--- config.mk ---
export PLATFORM = sky130hd
export DESIGN_NAME = line_draw_arbiter
export DESIGN_NICKNAME = d
export VERILOG_FILES = /design/src/rtl/line_draw_arbiter.sv
export SDC_FILE = /design/constraint.sdc
export NUM_CORES = 1
export LEC_CHECK = 0
export BUFFER_PORTS_ARGS = -buffer_cell sky130_fd_sc_hd__buf_4
export CAP_MARGIN = 20
export CORE_AREA = 2 2 110 112
export CTS_CLUSTER_DIAMETER = 100
export CTS_CLUSTER_SIZE = 16
export DETAILED_ROUTE_END_ITERATION = 12
export DIE_AREA = 0 0 112 114
export PLACE_DENSITY = 0.74
export SYNTH_ARGS = -nofsm -noshare
export SYNTH_HDL_FRONTEND = slang
export SYNTH_SLANG_ARGS = --single-unit
--- constraint.sdc ---
create_clock -name clk -period 2.5 [get_ports clk]
set_input_delay 0.5 -clock clk [delete_from_list [all_inputs] [get_ports clk]]
set_output_delay 0.5 -clock clk [all_outputs]
set_load 0.1 [all_outputs]
--- src/rtl/line_draw_arbiter.sv ---
// Round-robin arbiter sharing one line_drawer among NUM_REQ line producers.
// Optional DRAW-state watchdog enabled by defining LINE_ARB_WATCHDOG_EN.
//
// state | meaning
// IDLE  | drawer held in reset, arbitrating requests
// START | one-cycle drawer reset so it loads the latched endpoints
// DRAW  | streaming drawer pixels to the framebuffer
// DONE  | ack pulse to the granted requester
module line_draw_arbiter #(
    parameter int NUM_REQ     = 4,
    parameter int CW          = 11,
    parameter int WDOG_CYCLES = 4095
) (
    input  logic                  clk,
    input  logic                  reset,
    input  logic [NUM_REQ-1:0]    req,
    input  logic [NUM_REQ*CW-1:0] req_x0,
    input  logic [NUM_REQ*CW-1:0] req_y0,
    input  logic [NUM_REQ*CW-1:0] req_x1,
    input  logic [NUM_REQ*CW-1:0] req_y1,
    input  logic [NUM_REQ-1:0]    req_color,
    output logic [NUM_REQ-1:0]    ack,
    output logic                  busy,
    output logic                  drawer_reset,
    output logic [CW-1:0]         drawer_x0,
    output logic [CW-1:0]         drawer_y0,
    output logic [CW-1:0]         drawer_x1,
    output logic [CW-1:0]         drawer_y1,
    input  logic [CW-1:0]         drawer_x,
    input  logic [CW-1:0]         drawer_y,
    output logic [CW-1:0]         pix_x,
    output logic [CW-1:0]         pix_y,
    output logic                  pix_color,
    output logic                  pix_valid,
    output logic                  err
);

    localparam int GW = (NUM_REQ > 1) ? $clog2(NUM_REQ) : 1;

    typedef enum logic [1:0] {IDLE, START, DRAW, DONE} state_t;

    state_t               state_q;
    logic [GW-1:0]        rr_q;
    logic [GW-1:0]        grant_q;
    logic [GW-1:0]        win_d;
    logic [GW-1:0]        cand;
    logic [CW-1:0]        x0_q;
    logic [CW-1:0]        y0_q;
    logic [CW-1:0]        x1_q;
    logic [CW-1:0]        y1_q;
    logic                 color_q;
    logic                 busy_q;
    logic                 drawer_reset_q;
    logic                 pix_valid_q;
    logic                 err_q;
    logic [NUM_REQ-1:0]   ack_q;
    logic                 at_end;
    logic                 wdog_hit;

    // Scan downward so the candidate closest after rr_q is written last and wins.
    always_comb begin
        win_d = rr_q;
        cand  = '0;
        for (int k = NUM_REQ; k >= 1; k--) begin
            cand = GW'((32'(rr_q) + 32'(k)) % 32'(NUM_REQ));
            if (req[cand]) begin
                win_d = cand;
            end
        end
    end

    assign at_end = (drawer_x == x1_q) && (drawer_y == y1_q);

`ifdef LINE_ARB_WATCHDOG_EN
    localparam int WW = $clog2(WDOG_CYCLES + 1);

    logic [WW-1:0] wdog_q;

    always_ff @(posedge clk or negedge reset) begin
        if (!reset) begin
            wdog_q <= '0;
        end else if (state_q != DRAW) begin
            wdog_q <= '0;
        end else if (!wdog_hit) begin
            wdog_q <= wdog_q + WW'(1);
        end
    end

    assign wdog_hit = (wdog_q == WW'(WDOG_CYCLES - 1)) && !at_end;
`else
    assign wdog_hit = 1'b0;
`endif

    always_ff @(posedge clk or negedge reset) begin
        if (!reset) begin
            state_q        <= IDLE;
            rr_q           <= GW'(NUM_REQ - 1);
            grant_q        <= '0;
            x0_q           <= '0;
            y0_q           <= '0;
            x1_q           <= '0;
            y1_q           <= '0;
            color_q        <= 1'b0;
            busy_q         <= 1'b0;
            drawer_reset_q <= 1'b1;
            pix_valid_q    <= 1'b0;
            err_q          <= 1'b0;
            ack_q          <= '0;
        end else begin
            case (state_q)
                IDLE: begin
                    if (|req) begin
                        grant_q <= win_d;
                        x0_q    <= req_x0[win_d*CW +: CW];
                        y0_q    <= req_y0[win_d*CW +: CW];
                        x1_q    <= req_x1[win_d*CW +: CW];
                        y1_q    <= req_y1[win_d*CW +: CW];
                        color_q <= req_color[win_d];
                        busy_q  <= 1'b1;
                        state_q <= START;
                    end
                end
                START: begin
                    drawer_reset_q <= 1'b0;
                    pix_valid_q    <= 1'b1;
                    state_q        <= DRAW;
                end
                DRAW: begin
                    if (at_end || wdog_hit) begin
                        pix_valid_q    <= 1'b0;
                        drawer_reset_q <= 1'b1;
                        ack_q          <= NUM_REQ'(1) << grant_q;
                        err_q          <= wdog_hit;
                        state_q        <= DONE;
                    end
                end
                DONE: begin
                    ack_q   <= '0;
                    err_q   <= 1'b0;
                    busy_q  <= 1'b0;
                    rr_q    <= grant_q;
                    state_q <= IDLE;
                end
                default: begin
                    state_q <= IDLE;
                end
            endcase
        end
    end

    assign ack          = ack_q;
    assign busy         = busy_q;
    assign drawer_reset = drawer_reset_q;
    assign drawer_x0    = x0_q;
    assign drawer_y0    = y0_q;
    assign drawer_x1    = x1_q;
    assign drawer_y1    = y1_q;
    assign pix_x        = drawer_x;
    assign pix_y        = drawer_y;
    assign pix_color    = color_q;
    assign pix_valid    = pix_valid_q;
    assign err          = err_q;

endmodule
==> flow_summary.yaml, run 1 <==
cts:
  cts_buffers: 9
  cts_hold_buffers: 0
  cts_sinks: 58
  postCtsResizedCells: 0
  root_buffer: "clkbuf_16"
  htreeDepth: 3
  cts_tree: "yes"
  post_cts_buffers: 0
  clk_latency_ns: 0.31
  clkSlewWorstSetupHoldPaths_ns: 0.05
  clock_path_buffers: 2
route:
  routed_wirelength_mm: 16.2
  avgViaCountPerCell: 5.33
  initialDrtViolationCount: 251
  drtAntennaViolNets: 0
  wl_per_cell_um: 18.2
  dr.pass1.iters: 5
  via_count: 4738
  drc: 0
worst_setup_path:
  max_stage_delay_ns: 0.56
  critical_path.slowest_cell: "o211ai_4"
  cp-start-kind: "flop"
  cp_common_cell: "a211oi_1"
  cp_cell_sequence: "nand2b_1 > o21ai_0 > o211ai_4 > buf_12 > a211oi_1 > a211oi_1"
  setup.worst_path.end_class: "flop"
  r2r_start: "rr_q[0]$_DFFE_PN1P_"
  crit_fanout: 18
  worst_ep_required_time_ns: 2.72
  rr_worst_depth: 6
  r2r_slack_ns: 0.32
  arrival_ns: 2.40
  path_class: "flop to flop"
  timing.rr.end: "drawer_x0[3]$_DFFE_PN0P_"
placement:
  port_buffers: 281
  hpwlAfterDp_mm: 12.7
  gp_congestion: 0.911
  placed_cell_area_sq_um: 6550
power_and_ir_drop:
  powerDensity_nw_per_um2: 1500
  p_leak_nw: 3.21
  peakVddDrop_uv: 1090
yosys:
  synth_edf_count: 0
  synthAdderAreaFrac_pct: 1.13
  synthFlopType: "dfrtp_1"
  synth_top_family_by_area: "compound AO/OA/AOI/OAI gates"
  synthArstFlopShare_pct: 100
  yosysSeqAreaShare_pct: 32.7
  synth_top_area_share_pct: 31.0
  ys_ff_latch: 58
  synth_xor_area_share_pct: 4.34
  synth_warnings: 0
  synth.area.mux_share_pct: 10.9
  synthTopCellsByArea: "dfrtp_1, a211oi_2, mux2i_1, a211oi_1, nor3_1"
  synth-compound-area-share_pct: 23.8
  synth_nets: 704
  synth_area_sq_um: 4440
  synthSimpleGateAreaFrac_pct: 17.8
  synth.avg_cell_area_sq_um: 9.03
  synth_cell_types: 39
  synthCells: 492
  yosys.area.top_type: "dfrtp_1"
global_routing:
  grt_overflow_total: 0
  grt_usage_pct: 24.1
  grt_max_degree: 59
  grt_pass1_vias: 4751
  grt_pass1_wl_mm: 24.5
  antenna_found_initial: 0
sta:
  setup_tns_ns: 0
  fin_skew_ns: 0.00830
  holdWs_ns: 0.242
  tightest_slew_ns: 0.792
  slew_headroom_pct: 47.2
  final-setup-viol-count: 0
  min_period_ns: 2.18
  rsz0062_at_grt: "false"
  max_clock_freq_mhz: 459
  period_share_pct: 87.2
  hold_viol_final: 0
  drv_slew: 0
final_layout:
  synthToLayoutAreaGrowth_pct: 54.3
  postLayoutCellArea_sq_um: 6860
  num-fill-cells: 1035
  drive_gt1_share_pct: 49.7
  fin_nets: 949
  final_util_pct: 58.5
  n_antenna_cell: 0
die:
  die_h_um: 114
  rows: 40
  core_sq_um: 11700
  ioPinCount: 283
  chipWidth_um: 112
  start_util_pct: 37.9
  fp.dieArea_sq_um: 12800
status:
  status: "complete, no violations"
min_path:
  hp-class: "input pin to async pin"
run:
  cap_violations: 0
[layout make-up]
class / count / area [sq um] / area share, %
Multi-Input combinational cell: 366 / 2600 / 37.9
Timing Repair Buffer: 297 / 2290 / 33.4
Sequential cell: 58 / 1460 / 21.2
Clock buffer: 11 / 253 / 3.69
Tap cell: 147 / 184 / 2.68
Clock inverter: 5 / 52.6 / 0.766
Inverter: 5 / 18.8 / 0.274
[report_power, final]
group | total, mW | switching (mW) | leakage (nW) | internal (mW)
registers | 1.82 | 0.418 | 0.651 | 1.40
clock network | 1.25 | 0.428 | 0.151 | 0.820
logic | 7.19 | 5.05 | 2.41 | 2.14
total | 10.3 | 5.90 | 3.21 | 4.36
[cell usage in the layout (no fill, tap or decap), types with 4 or more instances in the layout]
master,instances
buf_4,292
clkbuf_16,9
nor3_1,47
nand2_1,52
a21oi_1,6
nand4_1,6
ha_1,4
mux2i_1,45
xnor2_1,20
nor2_1,54
inv_1,5
dfrtp_1,55
a211oi_1,51
a211oi_2,40
buf_12,5
[stage by stage]
stage               std cells  setup WS, ns  power, mW
finish                    889         0.320       10.3
global placement          873         0.251       8.92
floorplan                 492         0.211       7.31
global route              889         0.157       10.7
CTS                       889         0.297       10.3
detailed placement        873         0.194       9.05
[Yosys cell counts (3+ instances only)]
master	count
nand2_1	52
nor3_1	47
a21oi_1	7
a211oi_2	40
nor2b_1	3
nand3_1	3
inv_1	5
nor2_1	54
mux2i_1	45
ha_1	4
nand4_1	6
nand2b_1	3
buf_2	13
a21o_1	3
clkbuf_1	20
a221o_1	3
buf_4	24
buf_6	6
xnor2_1	20
a211oi_1	51
dfrtp_1	55
o21ai_0	3
dfstp_2	3
mux2_2	3
[routing by layer]
layer	global-route usage [%]	wire length [um]
met5	0	0
met4	8.86	397
met3	4.36	1190
met2	42.8	8410
met1	29.3	6190
[worst max-delay path by stage]
stage / slack (ns) / start / end
6_report: 0.32 / rr_q[0]$_DFFE_PN1P_ / drawer_x0[3]$_DFFE_PN0P_
4_1_cts: 0.30 / rr_q[0]$_DFFE_PN1P_ / drawer_x0[3]$_DFFE_PN0P_
3_5_place_dp: 0.19 / req[3] / drawer_x0[6]$_DFFE_PN0P_
5_1_grt: 0.16 / rr_q[0]$_DFFE_PN1P_ / drawer_x0[3]$_DFFE_PN0P_
3_3_place_gp: 0.25 / req[3] / drawer_x0[3]$_DFFE_PN0P_
2_1_floorplan: 0.21 / drawer_y1[6]$_DFFE_PN0P_ / state_q[1]$_DFFE_PN0P_
[cell families (layout without fill, tap and decap cells)]
logic type      after synthesis  after routing
xor+xnor                     22             22
fa+ha+maj                     4              4
other cells                   1              1
flops                        58             58
mux                          48             48
buf+inv                      68            318
simple gates                176            176
compound gates              115            115
[state kept, by name, summed over array words and instances (netlist names)]
signal / count
state_q: 2
drawer_x0: 11
pix_valid: 1
rr_q: 2
drawer_y1: 11
drawer_x1: 11
drawer_reset: 1
busy: 1
drawer_y0: 11
pix_color: 1
ack: 4
grant_q: 2
[critical path: cells and delay by family, from the launching register on]
family,cells,cell delay (ns)
buffers and inverters,1,0.23
DFF,1,0.55
AOI/OAI and AO/OA,4,1.09
and+or+nand+nor,1,0.21
(Power assumes the default switching activity.)
==> inputs of run 2 (changes only) <==
- ABC_AREA: unset -> 1
- CAP_MARGIN: 20 -> unset
- CORE_AREA: 2 2 110 112 -> unset
- CORE_UTILIZATION: unset -> 46
- DIE_AREA: 0 0 112 114 -> unset
- PLACE_DENSITY: 0.74 -> 0.82
==> run 2 against run 1 <==
  * Final cell count up 48%
  * Count of clock-buffer cells in the layout unchanged
  * Via count up 35%
  * Non-clock buffer count unchanged
  * Critical path depth up 8
==> flow_summary.yaml, run 2 <==
status:
  status: "complete, no violations"
route:
  routed_wirelength_mm: 17.4
  drtAntennaViolNets: 0
  wl_per_cell_um: 13.3
  dr.pass1.iters: 6
  via_count: 6393
  initialDrtViolationCount: 332
  avgViaCountPerCell: 4.87
  drc: 0
yosys:
  synth_top_area_share_pct: 25.9
  synth.avg_cell_area_sq_um: 5.70
  synthCells: 932
  synthTopCellsByArea: "dfrtp_1, nand2_1, nand3_1, inv_1, buf_4"
  synth_cell_types: 26
  yosysSeqAreaShare_pct: 27.4
  yosys.area.top_type: "dfrtp_1"
  ys_ff_latch: 58
  synth_warnings: 0
  synth_nets: 1144
  yosysMostFrequentCell: "nand2_1"
  synth_top_cells_by_count: "nand2_1, inv_1, nand3_1"
  synth_area_sq_um: 5310
  synthArstFlopShare_pct: 100
  synthFlopType: "dfrtp_1"
  synth_edf_count: 0
die:
  fp.dieArea_sq_um: 12000
  ioPinCount: 283
  die_h_um: 109
  core_sq_um: 11000
  chipWidth_um: 109
  start_util_pct: 48.1
  rows: 38
final_layout:
  drive_gt1_share_pct: 28.2
  num-fill-cells: 1029
  final_cell_mix: "nand2_1, buf_4, inv_1"
  layout_commonest_cell: "nand2_1"
  synthToLayoutAreaGrowth_pct: 44.0
  n_antenna_cell: 0
  fin_nets: 1380
sta:
  hold_viol_final: 0
  setup_tns_ns: 0
  max_clock_freq_mhz: 438
  rsz0062_at_grt: "false"
  period_share_pct: 91.3
  setup_slack_ns: 0.217
  min_period_ns: 2.28
  final-setup-viol-count: 0
  holdWs_ns: 0.243
  tightest_slew_ns: 0.758
  fin_skew_ns: 0.0102
  slew_headroom_pct: 49.5
  drv_slew: 0
run:
  cap_violations: 0
global_routing:
  grt_overflow_total: 0
  antenna_found_initial: 0
  grt_usage_pct: 29.3
  grt_max_degree: 59
  grt_pass1_wl_mm: 27.0
  grt_pass1_vias: 5793
worst_setup_path:
  r2r_start: "rr_q[0]$_DFFE_PN1P_"
  cp-start-kind: "flop"
  cp_num_buf_inv: 3
  cp_common_cell: "nand2_1"
  cp_cell_sequence: "inv_4 > nand2_1 > nand3_1 > nand2_1 > inv_2 > nand2_1 > nand2_1 > nand2_4 > buf_4 > nand3_1 > nand3_1 > nand2_1 > nand2_1 > nand2_1"
  arrival_ns: 2.49
  critPathTopFamily: "simple AND/OR/NAND/NOR gates"
  setup.worst_path.end_class: "flop"
  max_stage_delay_ns: 0.63
  path_class: "flop to flop"
  crit_fanout: 45
  startpoint: "rr_q[0]$_DFFE_PN1P_"
  critical_path.slowest_cell: "dfstp_2"
  worst_ep_required_time_ns: 2.70
cts:
  cts_buffers: 9
  cts_sinks: 58
  postCtsResizedCells: 0
  post_cts_buffers: 0
  htreeDepth: 3
  cts_tree: "yes"
  root_buffer: "clkbuf_16"
  clk_latency_ns: 0.32
  cts_hold_buffers: 0
  clkSlewWorstSetupHoldPaths_ns: 0.06
  clock_path_buffers: 2
min_path:
  hp-class: "input pin to async pin"
placement:
  post-place-ws_ns: 0.263
  hpwlAfterDp_mm: 12.9
  gp_congestion: 0.874
  port_buffers: 281
==> run 2: through the flow <==
step                      area [sq um]  util, %  std cells
after floorplan                   5310        -        932
after global placement            7330     66.4       1297
after detailed placement          7330     66.4       1297
after CTS                         7650     69.3       1313
after global routing              7650     69.3       1313
final                             7650     69.3       1313
==> run 2: final cells by class <==
class,count,area (sq um),share of cell area [%]
inverters,211,795,10.4
clock buffers,11,243,3.17
flip-flops and latches,58,1460,19.0
clock inverters,5,77.6,1.01
well taps,140,175,2.29
repair buffers,297,2250,29.5
multi-input cells,591,2650,34.6
==> run 2: worst paths after layout <==
kind	cells past startpoint	to	slack [ns]
worst min-delay path	1	drawer_y1[8]$_DFFE_PN0P_	0.24
worst max register to register	14	drawer_y1[5]$_DFFE_PN0P_	0.22
worst max-delay path	14	drawer_y1[5]$_DFFE_PN0P_	0.22
max in group asynchronous	1	drawer_x0[2]$_DFFE_PN0P_	1.74
worst min register to register	2	drawer_reset$_DFFE_PN1P_	0.46
min in group clk	2	drawer_reset$_DFFE_PN1P_	0.46
==> run 2: cells by family (layout without fill, tap and decap cells) <==
group                    after synthesis  after routing  synth area share, %
AND/OR/NAND/NOR                      568            568                 45.9
flip-flops                            58             58                 27.4
XOR/XNOR                              10             10                 1.65
AO/OA/AOI/OAI                          8              8                0.825
adder cells (fa/ha/maj)                4              4                0.943
buffers and inverters                283            524                 23.2
other                                  1              1               0.0706
==> run 2: layer usage <==
layer  GRT usage, %  wire length, um
met1           33.5             6730
met2           53.8             8850
met5              0                0
met3           6.28             1360
met4           9.71              460
Power of run 2 is not shown: default switching activity piles up to over one toggle a cycle in this logic, so the estimate is an artifact.
==> inputs of run 3 (changes only) <==
- ABC_AREA: 1 -> 0
- CORE_AREA: unset -> 2 2 110 112
- CORE_UTILIZATION: 46 -> unset
- DIE_AREA: unset -> 0 0 112 114
- PLACE_DENSITY: 0.82 -> 0.74
- clock period: 2.5 -> 2.75 ns (I/O delays scaled with it)
==> run 3 against run 2 <==
  * Die area increased by 6.6%
  * Utilization decreased by 11 points
  * First-iteration DRC count decreased by 39%
  * Maximum frequency increased by 2.3%
  * Clock skew decreased by 0.0057 ns
  * Routed wire length decreased by 7.7%
  * Non-clock buffer count decreased by 5
==> flow_summary.yaml, run 3 (same netlist as run 1, synthesis figures left out) <==
status:
  status: "complete, no violations"
sta:
  period_share_pct: 81.1
  tightest_slew_ns: 0.757
  fin_skew_ns: 0.00450
  rsz0062_at_grt: "false"
  final-setup-viol-count: 0
  slew_headroom_pct: 49.5
  setup_slack_ns: 0.519
  drv_slew: 0
  min_period_ns: 2.23
  setup_tns_ns: 0
  hold_viol_final: 0
  max_clock_freq_mhz: 448
route:
  wl_per_cell_um: 18.2
  initialDrtViolationCount: 204
  via_count: 4663
  routed_wirelength_mm: 16.1
  drtAntennaViolNets: 0
  avgViaCountPerCell: 5.27
  dr.pass1.iters: 4
  drc: 0
die:
  start_util_pct: 37.9
  fp.dieArea_sq_um: 12800
  ioPinCount: 283
  die_h_um: 114
  chipWidth_um: 112
  core_sq_um: 11700
  rows: 40
global_routing:
  antenna_found_initial: 0
  grt_pass1_vias: 4580
  grt_max_degree: 59
  grt_pass1_wl_mm: 24.0
  grt_overflow_total: 0
  grt_usage_pct: 24.0
worst_setup_path:
  r2r_slack_ns: 0.52
  critical_path.slowest_cell: "and2_4"
  path_class: "flop to flop"
  cp_common_cell: "o21ai_0"
  worst_ep_required_time_ns: 2.91
  setup.worst_path.end_class: "flop"
  cp_cell_sequence: "nand2b_1 > o21ai_0 > o21ai_0 > and2_4 > a211oi_1"
  cp-start-kind: "flop"
  max_stage_delay_ns: 0.68
  timing.rr.end: "drawer_x0[4]$_DFFE_PN0P_"
  arrival_ns: 2.39
  cp_num_buf_inv: 0
  critPathTopFamily: "simple AND/OR/NAND/NOR gates"
  r2r_start: "rr_q[0]$_DFFE_PN1P_"
  rr_worst_depth: 5
  crit_fanout: 45
cts:
  cts_hold_buffers: 0
  post_cts_buffers: 0
  clkSlewWorstSetupHoldPaths_ns: 0.05
  clk_latency_ns: 0.32
  cts_buffers: 9
  cts_sinks: 58
  cts_tree: "yes"
  postCtsResizedCells: 0
  clock_path_buffers: 2
  htreeDepth: 3
  root_buffer: "clkbuf_16"
final_layout:
  multi_input_area_sq_um: 2600
  fin_nets: 944
  drive_gt1_share_pct: 49.1
  n_antenna_cell: 0
  layout_commonest_cell: "buf_4"
  num-fill-cells: 1063
  final_cell_mix: "buf_4, dfrtp_1, nor2_1"
  synthToLayoutAreaGrowth_pct: 52.9
  seq_area_sq_um: 1460
placement:
  gp_congestion: 0.929
  post-place-ws_ns: 0.389
  hpwlAfterDp_mm: 12.1
  port_buffers: 281
power_and_ir_drop:
  powerDensity_nw_per_um2: 1360
  p_leak_nw: 3.18
  peakVddDrop_uv: 966
run:
  cap_violations: 0
min_path:
  hp-class: "input pin to async pin"
## run 3: changes by cell type in the layout (fill, tap and decap cells not counted), sizes merged, moves of 5 or more
cell	previous run	this run
or2	6	0
mux2i	0	45
a211oi	0	91
nand3	198	3
nor2	8	54
xnor2	8	20
nor3	8	47
buf	297	292
nand2	344	52
inv	211	5
a21oi	0	7
## run 3: worst max path at each step
stage	startpoint	endpoint	slack (ns)	cells after the start
finish	rr_q[0]$_DFFE_PN1P_	drawer_x0[4]$_DFFE_PN0P_	0.52	5
detailed placement	req[3]	drawer_x1[2]$_DFFE_PN0P_	0.39	7
floorplan	drawer_y1[6]$_DFFE_PN0P_	state_q[1]$_DFFE_PN0P_	0.46	5
CTS	rr_q[0]$_DFFE_PN1P_	drawer_x1[8]$_DFFE_PN0P_	0.50	5
global route	rr_q[0]$_DFFE_PN1P_	drawer_x0[4]$_DFFE_PN0P_	0.37	5
global placement	req[3]	drawer_y0[0]$_DFFE_PN0P_	0.45	7
## run 3: layout make-up
cell class              instances  area share, %
well taps                     147           2.71
clock inverters                 1          0.442
repair buffers                292           32.6
inverters                       5          0.276
flip-flops and latches         58           21.4
multi-input cells             366           38.3
clock buffers                  15           4.24
## run 3: worst reg2reg max path: stages (launching register included)
cell	delay, ns
dfstp_2	0.55
nand2b_1	0.19
o21ai_0	0.20
o21ai_0	0.25
and2_4	0.68
a211oi_1	0.20
## run 3: report_power, final
part	internal (mW)	total, mW	switching, mW
Sequential	1.28	1.65	0.372
Combinational	1.87	6.43	4.57
Clock	0.800	1.17	0.368
Total	3.94	9.25	5.31
## run 3: metal layers
metal	track usage [%]	share of wire, %	vias to the layer above
met4	9.67	2.9	0
met3	4.73	8.4	29
met2	41.9	51	223
met5	0	0	-
li1	-	-	2244
met1	29.3	38	2167
## run 3: through the flow
stage	cell area [sq um]	hold WS, ns	utilization (%)	instances	total power [mW]
finish	6790	0.290	58.0	884	9.25
global route	6790	0.360	58.0	884	9.68
CTS	6790	0.331	58.0	884	9.31
detailed placement	6480	0.460	55.3	868	8.12
global placement	6480	0.454	55.3	868	7.99
floorplan	4440	0.254	-	492	6.64
